[src/rtl/led_matrix_scan.sv]
// Row/column scan driver for an LED matrix: double-buffered frame input,
// pixel or row scan with a programmable tick divider and PWM brightness.
module led_matrix_scan #(
  parameter int ROWS     = 8,
  parameter int COLS     = 8,
  parameter int DIV_W    = 16,
  parameter int PWM_BITS = 3
) (
  input  logic                   clk,
  input  logic                   reset,
  input  logic [ROWS*COLS-1:0]   frame_in,
  input  logic                   frame_valid,
  output logic                   frame_ready,
  input  logic [DIV_W-1:0]       div,
  input  logic                   mode,
  input  logic [PWM_BITS-1:0]    brightness,
  output logic [ROWS-1:0]        row_out,
  output logic [COLS-1:0]        column_out,
  output logic                   frame_start
);

  localparam int ROW_W = (ROWS > 1) ? $clog2(ROWS) : 1;
  localparam int COL_W = (COLS > 1) ? $clog2(COLS) : 1;
  localparam logic [ROW_W-1:0] ROW_LAST = ROW_W'(ROWS - 1);
  localparam logic [COL_W-1:0] COL_LAST = COL_W'(COLS - 1);

  logic [DIV_W-1:0]     presc_cnt;
  logic [PWM_BITS-1:0]  pwm_cnt;
  logic [ROW_W-1:0]     row_idx;
  logic [COL_W-1:0]     col_idx;
  logic                 mode_act;
  logic                 mode_loaded;
  logic                 boundary_d;
  logic [ROWS*COLS-1:0] display_buf;
  logic [ROWS*COLS-1:0] shadow_buf;
  logic                 shadow_full;

  logic                 tick;
  logic                 slot_end;
  logic                 last_pos;
  logic                 boundary;
  logic                 accept;
  logic                 mode_eff;
  logic                 en;
  logic [COLS-1:0]      disp_rows [ROWS];
  logic [COLS-1:0]      row_bits;
  logic [COLS-1:0]      col_onehot;
  logic [ROWS-1:0]      row_onehot;

  // Until the first clock after reset release the mode pin is used directly.
  assign mode_eff    = mode_loaded ? mode_act : mode;
  assign tick        = (presc_cnt >= div);
  assign slot_end    = tick && (pwm_cnt == '1);
  assign last_pos    = (row_idx == ROW_LAST) && (mode_eff || (col_idx == COL_LAST));
  assign boundary    = slot_end && last_pos;
  assign frame_ready = ~shadow_full;
  assign accept      = frame_valid && ~shadow_full;
  assign en          = (pwm_cnt <= brightness);

  generate
    for (genvar gi = 0; gi < ROWS; gi++) begin : g_rows
      assign disp_rows[gi] = display_buf[gi*COLS +: COLS];
    end
  endgenerate

  assign row_bits   = disp_rows[row_idx];
  assign row_onehot = {{(ROWS-1){1'b0}}, 1'b1} << row_idx;
  assign col_onehot = {{(COLS-1){1'b0}}, 1'b1} << col_idx;

  always_ff @(posedge clk or negedge reset) begin
    if (!reset) begin
      presc_cnt   <= '0;
      pwm_cnt     <= '0;
      row_idx     <= '0;
      col_idx     <= '0;
      mode_act    <= 1'b0;
      mode_loaded <= 1'b0;
      display_buf <= '0;
      shadow_buf  <= '0;
      shadow_full <= 1'b0;
    end else begin
      presc_cnt   <= tick ? '0 : presc_cnt + 1'b1;
      mode_loaded <= 1'b1;
      if (!mode_loaded || boundary) begin
        mode_act <= mode;
      end
      if (tick) begin
        pwm_cnt <= pwm_cnt + 1'b1;
      end
      if (slot_end) begin
        if (mode_eff || (col_idx == COL_LAST)) begin
          col_idx <= '0;
          row_idx <= (row_idx == ROW_LAST) ? '0 : row_idx + 1'b1;
        end else begin
          col_idx <= col_idx + 1'b1;
        end
      end
      // Accept needs an empty shadow, so it can never coincide with a swap.
      if (accept) begin
        shadow_buf  <= frame_in;
        shadow_full <= 1'b1;
      end else if (boundary && shadow_full) begin
        display_buf <= shadow_buf;
        shadow_full <= 1'b0;
      end
    end
  end

  always_ff @(posedge clk or negedge reset) begin
    if (!reset) begin
      row_out     <= '0;
      column_out  <= '1;
      frame_start <= 1'b0;
      boundary_d  <= 1'b0;
    end else begin
      boundary_d  <= boundary;
      frame_start <= boundary_d;
      row_out     <= row_onehot;
      if (!en) begin
        column_out <= '1;
      end else if (mode_eff) begin
        column_out <= ~row_bits;
      end else begin
        column_out <= ~(row_bits & col_onehot);
      end
    end
  end

endmodule

[config.mk]
export PLATFORM = sky130hd
export DESIGN_NAME = led_matrix_scan
export DESIGN_NICKNAME = d
export VERILOG_FILES = /design/src/rtl/led_matrix_scan.sv
export SDC_FILE = /design/constraint.sdc
export NUM_CORES = 1
export LEC_CHECK = 0
export ABC_AREA = 0
export ABC_CLOCK_PERIOD_IN_PS = 6500
export CORE_MARGIN = 3
export CORE_UTILIZATION = 50
export CTS_CLUSTER_DIAMETER = 50
export DETAILED_ROUTE_END_ITERATION = 8
export PLACE_DENSITY = 0.74
export SLEW_MARGIN = 5
export SYNTH_ARGS = -nofsm -noshare
export SYNTH_HDL_FRONTEND = slang
export SYNTH_SLANG_ARGS = --single-unit
[constraint.sdc]
create_clock -name clk -period 6.5 [get_ports clk]
set_input_delay 0.975 -clock clk [delete_from_list [all_inputs] [get_ports clk]]
set_output_delay 0.975 -clock clk [all_outputs]
set_load 0.02 [all_outputs]
# After elaboration in Yosys (flattened, before gate mapping)
# Index checks and enable logic that the tools add are counted.
totals:
  regBits: 174
  inputBits: 87
  elab_cells: 53
op_classes:
  add_sub_neg: 4
  n_lt_le_gt_ge: 3
  n_eq_ne: 3
  n_shift: 2
  mux: 11
  bitwise_logic: 6
  reduce_logical: 11
ops:
  columns: ["op", "count"]
  rows:
  - ["$mux 8", 4]
  - ["$bmux 8 s3", 1]
  - ["$add 16x1->16 const B", 1]
  - ["$ge 16x16->1", 1]
  - ["$mux 16", 1]
  - ["$not 8->8", 2]
  - ["$shl 1x3->8 const A", 2]
  - ["$add 3x1->3 const B", 3]
  - ["$eq 3x3->1 const B", 3]
  - ["$and 8x8->8", 1]
  - ["$mux 3", 2]
  - ["$logic_and 1x1->1", 5]
  - ["$ge 4x4->1 const B", 1]
  - ["$not 3->4", 1]
  - ["$reduce_and 2->1", 2]
  - ["$le 3x3->1", 1]
  - ["$mux 1", 3]
  - ["$logic_or 1x1->1", 2]
  - ["$not 1->1", 2]
  - ["$reduce_bool 2->1", 1]
  - ["$logic_not 1->1", 1]

# Logic depth before layout (Yosys ltp)
logic_depth:
  word_depth: 8
  depth_mapped: 10
  mapped_depth_nobuf: 8

# Worst setup path after synthesis
# OpenSTA, ideal clock, no wires.
synth_path:
  path_kind: "input to register"
  start: "input div[14]"
  end: "register display_buf[16]"
  setup_ps: 125
  arrival_time_ps: 2776
  setup_slack_ps: 3599
  path_stages: 10
  path_buffers: 2
  path_cell_list: "inv_1 -> ha_1 -> and4_1 -> o211ai_1 -> or4_1 -> nand3_2 -> nand3_2 -> buf_6 -> buf_6 -> mux2_4"
synth_via:
  elab_chain_cells: 5
synth_lines:
  columns: ["item", "line_no", "text"]
  rows:
  - ["from (decl)", "14", "input logic [DIV_W-1:0] div,"]
  - ["$ge 16x16->1", "52", "assign tick = (presc_cnt >= div);"]
  - ["$logic_and 1x1->1", "53", "assign slot_end = tick && (pwm_cnt == '1);"]
  - ["$logic_and 1x1->1", "55", "assign boundary = slot_end && last_pos;"]
  - ["$logic_and 1x1->1", "102", "end else if (boundary && shadow_full) begin"]
  - ["$reduce_and 2->1 (no line)", null, null]
  - ["to (signal assigned)", "103", "display_buf <= shadow_buf;"]
  - ["to (decl)", "34", "logic [ROWS*COLS-1:0] display_buf;"]
# No other way between the ends.
# A chain may end at the register's enable or synchronous reset.

# Worst setup path in the final report
layout_path:
  start: "input div[0]"
  end: "register display_buf[7]"
# Same word-level chain as after synthesis.

==> impl_metrics.tcl <==
set metrics [dict create \
    synth_xor_area_share_pct 1.67 \
    row_count 45 \
    grt.total_usage_pct 18.5 \
    maxSlewViolCount 0 \
    antenna_found_initial 0 \
    cts_num_sinks 174 \
    ff2ff_setup_slack_ns 2.75 \
    synth-compound-area-share_pct 2.61 \
    drc_errors 0 \
    cts.path.max_buffers 2 \
    cellLeakagePower_uw 0.00465 \
    ant_nets 0 \
    drt_iter0_markers 195 \
    cts_resized 0 \
    die_area_um2 17200 \
    crit_type "input port to flip-flop" \
    grt_max_degree 112 \
    synth.area.mux_share_pct 26.4 \
    io_pins 105 \
    grt_pass1_wl_um 25500 \
    worstPathArrival_ns 4.57 \
    grt.overflow.total 0 \
    clk-insertion-delay-late_ns 0.42 \
    instances_no_fill 869 \
    end_kind "flip-flop" \
    final_net_count 766 \
    drt_first_pass_iters 4 \
    grt_setup_unrepaired "no" \
    ys_types 37 \
    finalSetupViolCount 0 \
    vias 4545 \
    ys_seq_elements 174 \
    synth_edf_count 0 \
    crit_end "display_buf[7]" \
    syn_inst 539 \
    ys_warn_count 0 \
    cts_tree "done" \
    place_ws_ns 1.83 \
    fin_tns_setup_ns 0 \
    fin_ws_ns 2.23 \
    yosysSeqAreaShare_pct 55.6 \
    cts_made_buffers 17 \
    worstPathMaxFanout 36 \
    cap_violations 0 \
    skew_ns 0.00916 \
    core_um2 15300 \
    outcome "finished, final reports clean" \
    clk_pin_slew_ns 0.06 \
    routed_wl_um 15200 \
    max_freq_ghz 0.234 \
    yosys.area_share.adder_pct 5.42 \
    htree_levels 4 \
    die_w_um 131 \
    start_util_pct 51.5 \
    grt_pass1_vias 4936 \
    die_h_um 131 \
    critPathRequiredTime_ns 6.80 \
    final_area_um2 9720 \
    area_delta_synth_final_pct 23.8 \
    postCtsSetupBuffers 0 \
    ys_async_sr_fraction_pct 100 \
    r2r-end "display_buf[7]" \
    hold_viol 0 \
    syn_nets 660 \
    r2r.worst_path.cells 9 \
    cts_root_buf "clkbuf_16" \
    synth_top_family_by_area "multiplexers" \
    finalCritPeriodShare_pct 65.6 \
    startpoint_type "input port" \
    vias_per_cell 5.23 \
    gp_congestion 0.824 \
    worst_pin_slew_ns 1.01 \
    diodes 0 \
    slew_headroom_pct 32.9 \
    syn_area_um2 7850 \
    synth-simple-area-share_pct 5.23 \
    drive_gt1_share_pct 30.7 \
    period_needed_ns 4.27 \
    timing.rr.start "presc_cnt[0]" \
    hold_path.class "flip-flop to flip-flop" \
    yosys_most_used_dff "dfrtp_1" \
    hold_buffers 0 \
    ir_worst_vdd_v 0.000155 \
    power.density_nw_per_um2 257 \
    io_buffers 104 \
    dp.cells 837 \
    fin_util_pct 63.7 \
    dp.final_hpwl_um 10700 \
    wl_per_cell_um 17.5 \
    post_synth.cell_area_avg_um2 14.6 \
    placed_area_um2 9080 \
    crit_path_start "div[0]" \
]
==> kinds of logic after synthesis <==
kind of cell / after synthesis
AND/OR/NAND/NOR: 80
XOR/XNOR: 15
buffers and inverters: 51
AO/OA/AOI/OAI: 32
flip-flops: 174
multiplexers: 152
adder cells (fa/ha/maj): 34
other: 1
==> worst min-delay path by stage <==
stage	start	end	slack, ns	cells past startpoint
4_1_cts	boundary_d	frame_start	0.35	0
3_5_place_dp	boundary_d	frame_start	0.34	0
2_1_floorplan	boundary_d	frame_start	0.33	0
6_report	boundary_d	frame_start	0.35	0
5_1_grt	boundary_d	frame_start	0.37	0
3_3_place_gp	boundary_d	frame_start	0.34	0
==> registers in the layout (all words and copies together) (netlist names) <==
signal,count
boundary_d,1
display_buf,64
mode_act,1
presc_cnt,16
pwm_cnt,3
shadow_full,1
row_out,8
shadow_buf,64
mode_loaded,1
frame_start,1
column_out,8
col_idx,3
row_idx,3
==> cells in the mapped netlist, drive strengths merged, types with 4 or more instances <==
cell type	number	area, um2
a21oi	7	35.0
and2	4	25.0
and3	5	31.3
buf	12	95.1
clkbuf	9	33.8
dfrtp	166	4150
dfstp	8	210
ha	34	425
inv	29	109
mux2	133	1680
mux4	16	360
nand2	16	60.1
nand3	12	70.1
nor2	22	82.6
nor2b	6	37.5
o2111ai	7	61.3
o21ai	10	50.0
or2	7	43.8
xnor2	5	43.8
xor2	10	87.6
==> through the flow <==
step | hold WS, ns | power [uW]
finish | 0.348 | 2500
global placement | 0.340 | 1410
CTS | 0.351 | 2530
global route | 0.369 | 2600
detailed placement | 0.337 | 1420
floorplan | 0.331 | 1310
==> routing by layer <==
metal / vias to the layer above / track usage [%] / wire length [um]
met3: 17 / 4.36 / 594
met4: 0 / 6.18 / 217
li1: 2098 / - / -
met5: - / 0 / 0
met1: 2341 / 24.7 / 6830
met2: 89 / 30.1 / 7560
==> where the power goes <==
group / internal, uW / total (uW) / switching, uW
clock: 700 / 1100 / 398
sequential: 1150 / 1200 / 53.5
combinational: 116 / 197 / 80.7
==> critical path: stages <==
cell and delay (ns):
clkdlybuf4s50_1 0.42, ha_1 0.30, nand2b_1 0.14, a2111oi_0 0.40, or4_1 0.19, nand3_2 0.42
nand3_4 0.63, buf_4 0.64, mux2_2 0.41
==> cells in the final DEF, fill, tap and decap left out, types with 5 or more instances in the layout <==
master	n
inv_1	29
mux4_2	16
mux2_4	49
bufinv_16	5
mux2_2	84
nor2_1	22
a21oi_1	7
nand2_1	16
nor2b_1	5
clkdlybuf4s50_1	103
o2111ai_1	7
dfstp_2	8
dfrtp_1	166
and3_1	5
nand3_1	10
ha_1	34
o21ai_0	9
xor2_1	10
or2_2	7
clkbuf_16	17
xnor2_1	5
==> area by class of cell <==
class / count / area, um2
Multi-Input combinational cell: 314 / 3260
Inverter: 30 / 113
Timing Repair Buffer: 108 / 1070
Clock buffer: 21 / 460
Tap cell: 211 / 264
Sequential cell: 174 / 4360
Fill cell: 1114 / 5530
Clock inverter: 11 / 188
(Power assumes the default switching activity.)
